$ cat src/rtl/joybus_device_responder.sv
// Emulated N64 standard controller on the single-wire joybus.
// Decodes a one-byte console command and replies with joybus bit timing.
module joybus_device_responder #(
    parameter int CLKS_PER_US    = 16,
    parameter int REPLY_DELAY_US = 2,
    parameter int TIMEOUT_US     = 64
) (
    input  logic        clk,
    input  logic        reset_l,
    input  logic        joy_in,
    output logic        joy_oe,
    input  logic [15:0] buttons,
    input  logic [7:0]  stick_x,
    input  logic [7:0]  stick_y,
    input  logic        pak_present,
    output logic        cmd_strobe,
    output logic [7:0]  cmd_code,
    output logic        busy
);

    localparam int U_CLKS   = CLKS_PER_US;
    localparam int TO_CLKS  = TIMEOUT_US * CLKS_PER_US;
    localparam int DL_CLKS  = REPLY_DELAY_US * CLKS_PER_US;
    localparam int MAX_A    = (TO_CLKS > DL_CLKS) ? TO_CLKS : DL_CLKS;
    localparam int MAX_CLKS = (MAX_A > 4 * U_CLKS) ? MAX_A : 4 * U_CLKS;
    localparam int TW       = $clog2(MAX_CLKS + 1) + 1;

    localparam logic [TW-1:0] C_1U_M1 = TW'(U_CLKS - 1);
    localparam logic [TW-1:0] C_2U_M1 = TW'(2 * U_CLKS - 1);
    localparam logic [TW-1:0] C_2U    = TW'(2 * U_CLKS);
    localparam logic [TW-1:0] C_3U_M1 = TW'(3 * U_CLKS - 1);
    localparam logic [TW-1:0] C_DL_M1 = TW'(DL_CLKS - 1);
    localparam logic [TW-1:0] C_TO    = TW'(TO_CLKS);
    localparam logic [TW-1:0] C_TO_M1 = TW'(TO_CLKS - 1);

    typedef enum logic [2:0] {
        S_IDLE,
        S_RX_BIT,
        S_RX_STOP,
        S_DELAY,
        S_TX_LOW,
        S_TX_HIGH,
        S_TX_STOP,
        S_DRAIN
    } state_t;

    state_t          r_state;
    logic            r_sync1;
    logic            r_sync2;
    logic            r_prev;
    logic [TW-1:0]   r_tmr;
    logic [3:0]      r_bit_cnt;
    logic            r_sampled;
    logic [7:0]      r_rx;
    logic [31:0]     r_tx;
    logic [5:0]      r_bits;
    logic            r_oe;
    logic            r_strobe;
    logic [7:0]      r_cmd;
    logic            r_busy;

    logic            w_fall;
    logic [31:0]     w_resp;
    logic [5:0]      w_len;

    assign w_fall     = r_prev & ~r_sync2;
    assign joy_oe     = r_oe;
    assign cmd_strobe = r_strobe;
    assign cmd_code   = r_cmd;
    assign busy       = r_busy;

    // Response image is left-aligned so the MSB is always the next bit out
    always_comb begin
        w_resp = '0;
        w_len  = '0;
        case (r_rx)
            8'h00, 8'hFF: begin
                w_resp = {8'h05, 8'h00, (pak_present ? 8'h01 : 8'h02), 8'h00};
                w_len  = 6'd24;
            end
            8'h01: begin
                w_resp = {buttons, stick_x, stick_y};
                w_len  = 6'd32;
            end
            default: ;
        endcase
    end

    always_ff @(posedge clk or negedge reset_l) begin
        if (!reset_l) begin
            r_state   <= S_IDLE;
            r_sync1   <= 1'b1;
            r_sync2   <= 1'b1;
            r_prev    <= 1'b1;
            r_tmr     <= '0;
            r_bit_cnt <= '0;
            r_sampled <= 1'b0;
            r_rx      <= '0;
            r_tx      <= '0;
            r_bits    <= '0;
            r_oe      <= 1'b0;
            r_strobe  <= 1'b0;
            r_cmd     <= '0;
            r_busy    <= 1'b0;
        end else begin
            r_sync1  <= joy_in;
            r_sync2  <= r_sync1;
            r_prev   <= r_sync2;
            r_strobe <= 1'b0;
            if (r_tmr != '1) r_tmr <= r_tmr + TW'(1);
            unique case (r_state)
                S_IDLE: begin
                    if (w_fall) begin
                        r_state   <= S_RX_BIT;
                        r_busy    <= 1'b1;
                        r_bit_cnt <= '0;
                        r_sampled <= 1'b0;
                        r_tmr     <= '0;
                    end
                end
                S_RX_BIT: begin
                    if (w_fall && r_sampled) begin
                        r_tmr     <= '0;
                        r_sampled <= 1'b0;
                        if (r_bit_cnt == 4'd8) r_state <= S_RX_STOP;
                    end else if (!r_sampled && r_tmr == C_2U) begin
                        r_rx      <= {r_rx[6:0], r_sync2};
                        r_bit_cnt <= r_bit_cnt + 4'd1;
                        r_sampled <= 1'b1;
                    end else if (r_tmr >= C_TO) begin
                        r_state <= S_DRAIN;
                        r_tmr   <= '0;
                    end
                end
                S_RX_STOP: begin
                    if (r_tmr == C_2U) begin
                        r_tmr <= '0;
                        if (r_sync2) begin
                            r_cmd    <= r_rx;
                            r_strobe <= 1'b1;
                            r_tx     <= w_resp;
                            r_bits   <= w_len;
                            r_state  <= S_DELAY;
                        end else begin
                            r_state <= S_DRAIN;
                        end
                    end
                end
                S_DELAY: begin
                    if (r_tmr == C_DL_M1) begin
                        r_tmr <= '0;
                        if (r_bits == 6'd0) begin
                            r_state <= S_IDLE;
                            r_busy  <= 1'b0;
                        end else begin
                            r_state <= S_TX_LOW;
                            r_oe    <= 1'b1;
                        end
                    end
                end
                S_TX_LOW: begin
                    if (r_tmr == (r_tx[31] ? C_1U_M1 : C_3U_M1)) begin
                        r_oe    <= 1'b0;
                        r_tmr   <= '0;
                        r_state <= S_TX_HIGH;
                    end
                end
                S_TX_HIGH: begin
                    if (r_tmr == (r_tx[31] ? C_3U_M1 : C_1U_M1)) begin
                        r_oe    <= 1'b1;
                        r_tmr   <= '0;
                        r_tx    <= {r_tx[30:0], 1'b0};
                        r_bits  <= r_bits - 6'd1;
                        r_state <= (r_bits == 6'd1) ? S_TX_STOP : S_TX_LOW;
                    end
                end
                S_TX_STOP: begin
                    if (r_tmr == C_2U_M1) begin
                        r_oe <= 1'b0;
                    end else if (r_tmr == C_2U) begin
                        r_busy  <= 1'b0;
                        r_state <= S_IDLE;
                    end
                end
                S_DRAIN: begin
                    r_oe <= 1'b0;
                    if (!r_sync2) begin
                        r_tmr <= '0;
                    end else if (r_tmr >= C_TO_M1) begin
                        r_busy  <= 1'b0;
                        r_state <= S_IDLE;
                    end
                end
                default: r_state <= S_IDLE;
            endcase
        end
    end

endmodule

$ cat config.mk
export PLATFORM = sky130hd
export DESIGN_NAME = joybus_device_responder
export DESIGN_NICKNAME = d
export VERILOG_FILES = /design/src/rtl/joybus_device_responder.sv
export SDC_FILE = /design/constraint.sdc
export NUM_CORES = 1
export LEC_CHECK = 0
export BUFFER_PORTS_ARGS = -buffer_cell sky130_fd_sc_hd__buf_2
export CAP_MARGIN = 0
export CORE_MARGIN = 2
export CORE_UTILIZATION = 35
export CTS_BUF_LIST = sky130_fd_sc_hd__clkbuf_16
export DETAILED_ROUTE_END_ITERATION = 16
export PLACE_DENSITY_LB_ADDON = 0.05
export SYNTH_ARGS = -nofsm -noshare
export SYNTH_HDL_FRONTEND = slang
export SYNTH_SLANG_ARGS = --single-unit
$ cat constraint.sdc
create_clock -name clk -period 2.9 [get_ports clk]
set_input_delay 0.145 -clock clk [delete_from_list [all_inputs] [get_ports clk]]
set_output_delay 0.145 -clock clk [all_outputs]
set_load 0.05 [all_outputs]
==> results_dict.tcl, run 1 <==
set metrics [dict create \
    drv_slew 0 \
    area_growth_pct 16.9 \
    grt_pass1_wl_um 16900 \
    setup_viol 0 \
    synth_top_area_share_pct 46.6 \
    clock-sinks 80 \
    diodes 0 \
    netlist_area_um2 4140 \
    via_per_inst 5.31 \
    slowest_stage "dfrtp_1" \
    postCtsSetupBuffers 0 \
    async_flop_share_pct 100 \
    layout.nets 521 \
    criticalPathCategory "register to register" \
    cp_max_fo 14 \
    rsz0062_at_grt "no" \
    fmax_mhz 415 \
    dp_hpwl_um 6660 \
    initial_core_util_pct 36.1 \
    synth_flop_cell "dfrtp_1" \
    cp.required_ns 3.13 \
    synthCells 431 \
    status "finished, final reports clean" \
    crit_start "r_tmr[0]" \
    critPathTopFamily "simple AND/OR/NAND/NOR gates" \
    drtAntennaViolNets 0 \
    path_depth 9 \
    finalHoldViolations 0 \
    drv_cap 0 \
    end_kind "register" \
    avgSynthCellArea_um2 9.59 \
    totalWireLength_um 9830 \
    clockBufferDepth 2 \
    n_fill_cell 1120 \
    die-area_um2 12700 \
    io_pins 47 \
    drive_above_1_share_pct 22.6 \
    ys_ff_latch 80 \
    final_util_pct 42.2 \
    design.core.area_um2 11500 \
    place_inst 609 \
    final_cells 626 \
    finalSetupTns_ns 0 \
    die_y_um 113 \
    drt-wirelength-per-cell_um 15.7 \
    die_x_um 113 \
    syn_nets 473 \
    ys_types 60 \
    slew_headroom_pct 60.6 \
    max-vdd-ir-drop_mv 0.405 \
    tightestPinTransition_ns 0.586 \
    ys_warn_count 0 \
    min_path_cells 3 \
    grt_max_degree 42 \
    min_period_ns 2.41 \
    r2r_cells 9 \
    synth_commonest_cells "nor2_1, dfrtp_1, nand2_1" \
    leakagePower_nw 2.34 \
    netlist_top_cells_area "dfrtp_1, a221oi_2, nor2_1" \
    r2r-start "r_tmr[0]" \
    gp_congestion 0.753 \
    fin_skew_ns 0.00688 \
    grt_pass1_vias 3301 \
    synth_area_leader_cell "dfrtp_1" \
    port_buffers 46 \
    path_cells "inv_1, ha_1, nor4bb_1, nand3_2, or2_1, and2_2, buf_4, a221oi_2, nor2_1" \
    fin_hold_ws_ns 0.0419 \
    dr.pass1.iters 4 \
    synth_edf_count 0 \
    hold_path_class "input pin to register" \
    drc 0 \
    ys_seq_area_share_pct 48.5 \
    vias 3324 \
    drtIter0Drc 159 \
    arrival_ns 2.64 \
    fin_crit_sh_pct 83.1 \
    min-delay-start "stick_y[0]" \
    path_clk_slew_ns 0.06 \
    worstSetupStartpointType "register" \
    placementRows 39 \
    cts_made_buffers 9 \
    cts_max_level 3 \
    grt_util_all_layers_pct 16.7 \
    overflow 0 \
    cts_tree "done" \
    crit_buf_inv 2 \
    yosysMostFrequentCell "nor2_1" \
    antenna_found_initial 0 \
    slowest_delay_ns 0.43 \
    p_per_area_nw_per_um2 749 \
    clock_latency_ns 0.34 \
    cts-root-buf "clkbuf_16" \
]
## final timing paths
kind,to,slack [ns]
min reg2reg,r_sync2,0.35
max in group asynchronous,r_tx[20],1.95
min,r_tx[0],0.04
max reg2reg,r_tx[20],0.49
min in group asynchronous,r_tmr[3],0.34
max,r_tx[20],0.49
## power breakdown
| part | internal [mW] | switching (mW) | total [mW] |
|---|---|---|---|
| Combinational | 0.420 | 0.729 | 1.15 |
| Clock | 0.563 | 0.448 | 1.01 |
| Sequential | 1.29 | 0.168 | 1.46 |
| Total | 2.28 | 1.35 | 3.62 |
## worst min-delay path, stage by stage
cell	delay (ns)
buf_2	0.08
nand3_1	0.06
nand2_1	0.07
## logic make-up (layout without fill, tap and decap cells)
logic type,count (synthesis),after routing,share of synthesized area (%)
compound gates,94,94,20.4
xor+xnor,9,9,2.27
fa+ha+maj,6,6,1.82
buf+inv,37,89,4.24
flops,80,80,48.5
mux,3,3,0.756
simple gates,202,202,22.0
## metal layers
layer	track usage [%]	part of all wire (%)	up-vias
met4	6.67	1.8	0
met3	3.91	3.4	11
met1	23.8	50	1638
met5	0	0	-
li1	-	-	1630
met2	24.6	45	45
## metrics by stage
stage	cell area, um2	power [mW]	setup WS, ns
after detailed placement	4560	2.63	0.483
after floorplan	4140	2.28	0.783
final	4840	3.62	0.489
after global placement	4560	2.63	0.590
after global routing	4840	3.88	0.316
after CTS	4840	3.67	0.460
## cell usage in the layout, fill, tap and decap left out, types with 3 or more instances in the layout
master     Yosys  final
a22oi_1        4      4
clkinv_1       1      4
a221oi_2      26     26
dfrtp_1       77     77
nand2_1       69     69
buf_4          5     16
nor2_1        79     79
a211oi_1       3      3
clkbuf_16      0      9
and3_1         5      4
nand4_1        5      5
o31ai_1        3      3
buf_2          8     45
nor3_1         7      7
xor2_1         3      3
xnor2_1        5      5
ha_1           6      6
nor2b_1        7      7
inv_1          8      9
o21ai_0       15     15
dfstp_2        3      3
nand3_1       12     12
a21oi_1       11     11
a31oi_1        8      8
## cell type report
class,count,area [um2],area share (%)
clock inverter,6,28.8,0.595
inverter,9,33.8,0.699
timing repair buffer,65,405,8.38
tap,143,179,3.70
clock buffer,9,225,4.66
multi-input combinational,314,1960,40.5
sequential,80,2010,41.5
## timing repair
action | CTS | global route
endpoints found under the setup margin | 0 | 0
hold endpoints to repair | 37 | 0
resized for setup | 0 | 0
hold buffers | 2 | 0
## registers in the layout, summed over array words and instances (netlist names), 3 cells and up
name and count:
r_tx 32, r_state 3, r_tmr 12, r_bits 6, r_bit_cnt 4, cmd_code 8
r_rx 8
No activity file was read; power rests on OpenSTA's default activity.
==> inputs of run 2 (changes only) <==
==> constraint.sdc (replaced) <==
create_clock -name clk -period 2.3 [get_ports clk]
set_input_delay 0.115 -clock clk [delete_from_list [all_inputs] [get_ports clk]]
set_output_delay 0.115 -clock clk [all_outputs]
set_load 0.05 [all_outputs]
==> run 2 against run 1 <==
  * Setup slack worse by 0.37 ns
  * Via count is 2.1% higher
  * Utilization is 2.5 points higher
  * Cell area is 5.9% higher
  * Critical path depth is 1 lower
  * Sequential share of layout area is 2.3 points lower
  * Sequential cell count stayed put
==> results_dict.tcl, run 2 (synthesis results as in run 1) <==
set metrics [dict create \
    use_met3_pct 4.55 \
    end_kind "register" \
    cp.required_ns 2.55 \
    diodes 0 \
    final_util_pct 44.7 \
    worstSetupStartpointType "register" \
    place_inst 623 \
    criticalPathCategory "register to register" \
    arrival_ns 2.43 \
    tightestPinTransition_ns 0.580 \
    drt-wirelength-per-cell_um 15.3 \
    drv_slew 0 \
    slowest_stage "or3b_1" \
    drc 0 \
    area_growth_pct 23.8 \
    layout.nets 541 \
    p_per_area_nw_per_um2 966 \
    dp_hpwl_um 6790 \
    drtAntennaViolNets 0 \
    min-delay-start "stick_y[0]" \
    cts_tree "done" \
    io_pins 47 \
    endpoint "r_tmr[4]" \
    layout_common_cells "nor2_1, dfrtp_1, nand2_1" \
    grt.met2_usage_pct 25.7 \
    dr.pass1.iters 4 \
    fin_crit_sh_pct 95.0 \
    port_buffers 46 \
    final_cells 647 \
    drive_above_1_share_pct 27.0 \
    cp_max_fo 12 \
    hold_path_class "input pin to register" \
    slew_headroom_pct 61.0 \
    cts_made_buffers 9 \
    r2r-start "r_state[0]" \
    mostFrequentLayoutCell "nor2_1" \
    gp_congestion 0.805 \
    overflow 0 \
    cpMostUsedCell "buf_4" \
    rsz0062_at_grt "no" \
    clock-sinks 80 \
    design.core.area_um2 11500 \
    drv_cap 0 \
    slowest_delay_ns 0.52 \
    cts-root-buf "clkbuf_16" \
    min_period_ns 2.18 \
    setup_viol 0 \
    top_register "r_tx" \
    finalSetupTns_ns 0 \
    crit_start "r_state[0]" \
    finalHoldViolations 0 \
    die_x_um 113 \
    met1_usage_pct 23.5 \
    rrSetupSlack_ns 0.12 \
    top_usage_layer "met2" \
    r2r_cells 8 \
    grt_pass1_wl_um 17200 \
    max-vdd-ir-drop_mv 0.578 \
    path_cells "or3b_1, a21oi_1, a221oi_4, buf_4, nand2_1, a31oi_1, buf_4, a211oi_1" \
    initial_core_util_pct 36.1 \
    fin_skew_ns 0.00725 \
    placementRows 39 \
    grt_util_all_layers_pct 17.0 \
    totalWireLength_um 9920 \
    clockBufferDepth 2 \
    largest_reg_flops 32 \
    path_clk_slew_ns 0.06 \
    status "finished, final reports clean" \
    antenna_found_initial 0 \
    top_regs "r_tx x32, r_tmr x12" \
    clock_latency_ns 0.34 \
    drtIter0Drc 137 \
    vias 3394 \
    fmax_mhz 458 \
    cts_max_level 3 \
    leakagePower_nw 2.48 \
    die-area_um2 12700 \
    grt_max_degree 43 \
    via_per_inst 5.25 \
    die_y_um 113 \
    timing.rr.end "r_tmr[4]" \
    grt_pass1_vias 3415 \
]
-- run 2: cell types whose count changed in the layout (fill, tap and decap cells not counted), moves of 2 or more --
cell	delta
clkinv_1	-2
buf_12	+2
buf_4	+17
inv_1	+2
bufinv_16	+2
-- run 2: power breakdown --
| part | switching (mW) | internal, mW | total (mW) |
|---|---|---|---|
| Combinational | 0.974 | 0.633 | 1.61 |
| Sequential | 0.207 | 1.63 | 1.84 |
| Clock | 0.570 | 0.933 | 1.50 |
-- run 2: worst max-delay path, delay by kind of cell (launching register included) --
kind | cells | cell delay [ns]
AND/OR/NAND/NOR | 2 | 0.58
flip-flops | 1 | 0.50
AO/OA/AOI/OAI | 4 | 0.66
buffers and inverters | 2 | 0.35
-- run 2: metrics by stage --
step	hold slack [ns]	area [um2]	power (mW)	setup WS [ns]
3_5_place_dp	0.140	4690	3.36	0.0184
2_1_floorplan	-0.181	4140	2.88	0.183
6_report	0.0133	5120	4.95	0.116
4_1_cts	0.00261	5030	4.92	0.00784
5_1_grt	0.0132	5120	5.28	0.00852
3_3_place_gp	0.134	4690	3.34	0.104
-- run 2: area by class of cell --
class                           count  area, um2
Clock inverter                      7       80.1
Multi-Input combinational cell    314       2010
Timing Repair Buffer               85        584
Fill cell                        1133       6350
Inverter                            9       33.8
Clock buffer                        9        225
Sequential cell                    80       2010
Tap cell                          143        179
-- run 2: repair_timing --
action | in CTS | in global routing
pin swaps | 0 | 5
gates resized for setup | 1 | 10
setup endpoints to repair | 1 | 39
buffers inserted | 0 | 6
hold buffers | 2 | 0
endpoints found under the hold margin | 36 | 0
-- run 2: how the worst min path moves through the flow --
| stage | end | slack [ns] | cells past startpoint |
|---|---|---|---|
| floorplan | busy | -0.18 | 0 |
| global placement | r_tmr[11] | 0.13 | 1 |
| detailed placement | r_tmr[11] | 0.14 | 1 |
| CTS | r_tx[6] | 0.003 | 3 |
| global route | r_tx[17] | 0.01 | 3 |
| finish | r_tx[0] | 0.01 | 3 |
-- run 2: per-layer routing --
metal	part of all wire, %	vias up	wire length [um]
li1	-	1670	-
met1	49	1655	4840
met2	46	64	4570
met3	3.9	5	388
met4	1.2	0	120
met5	0	-	0
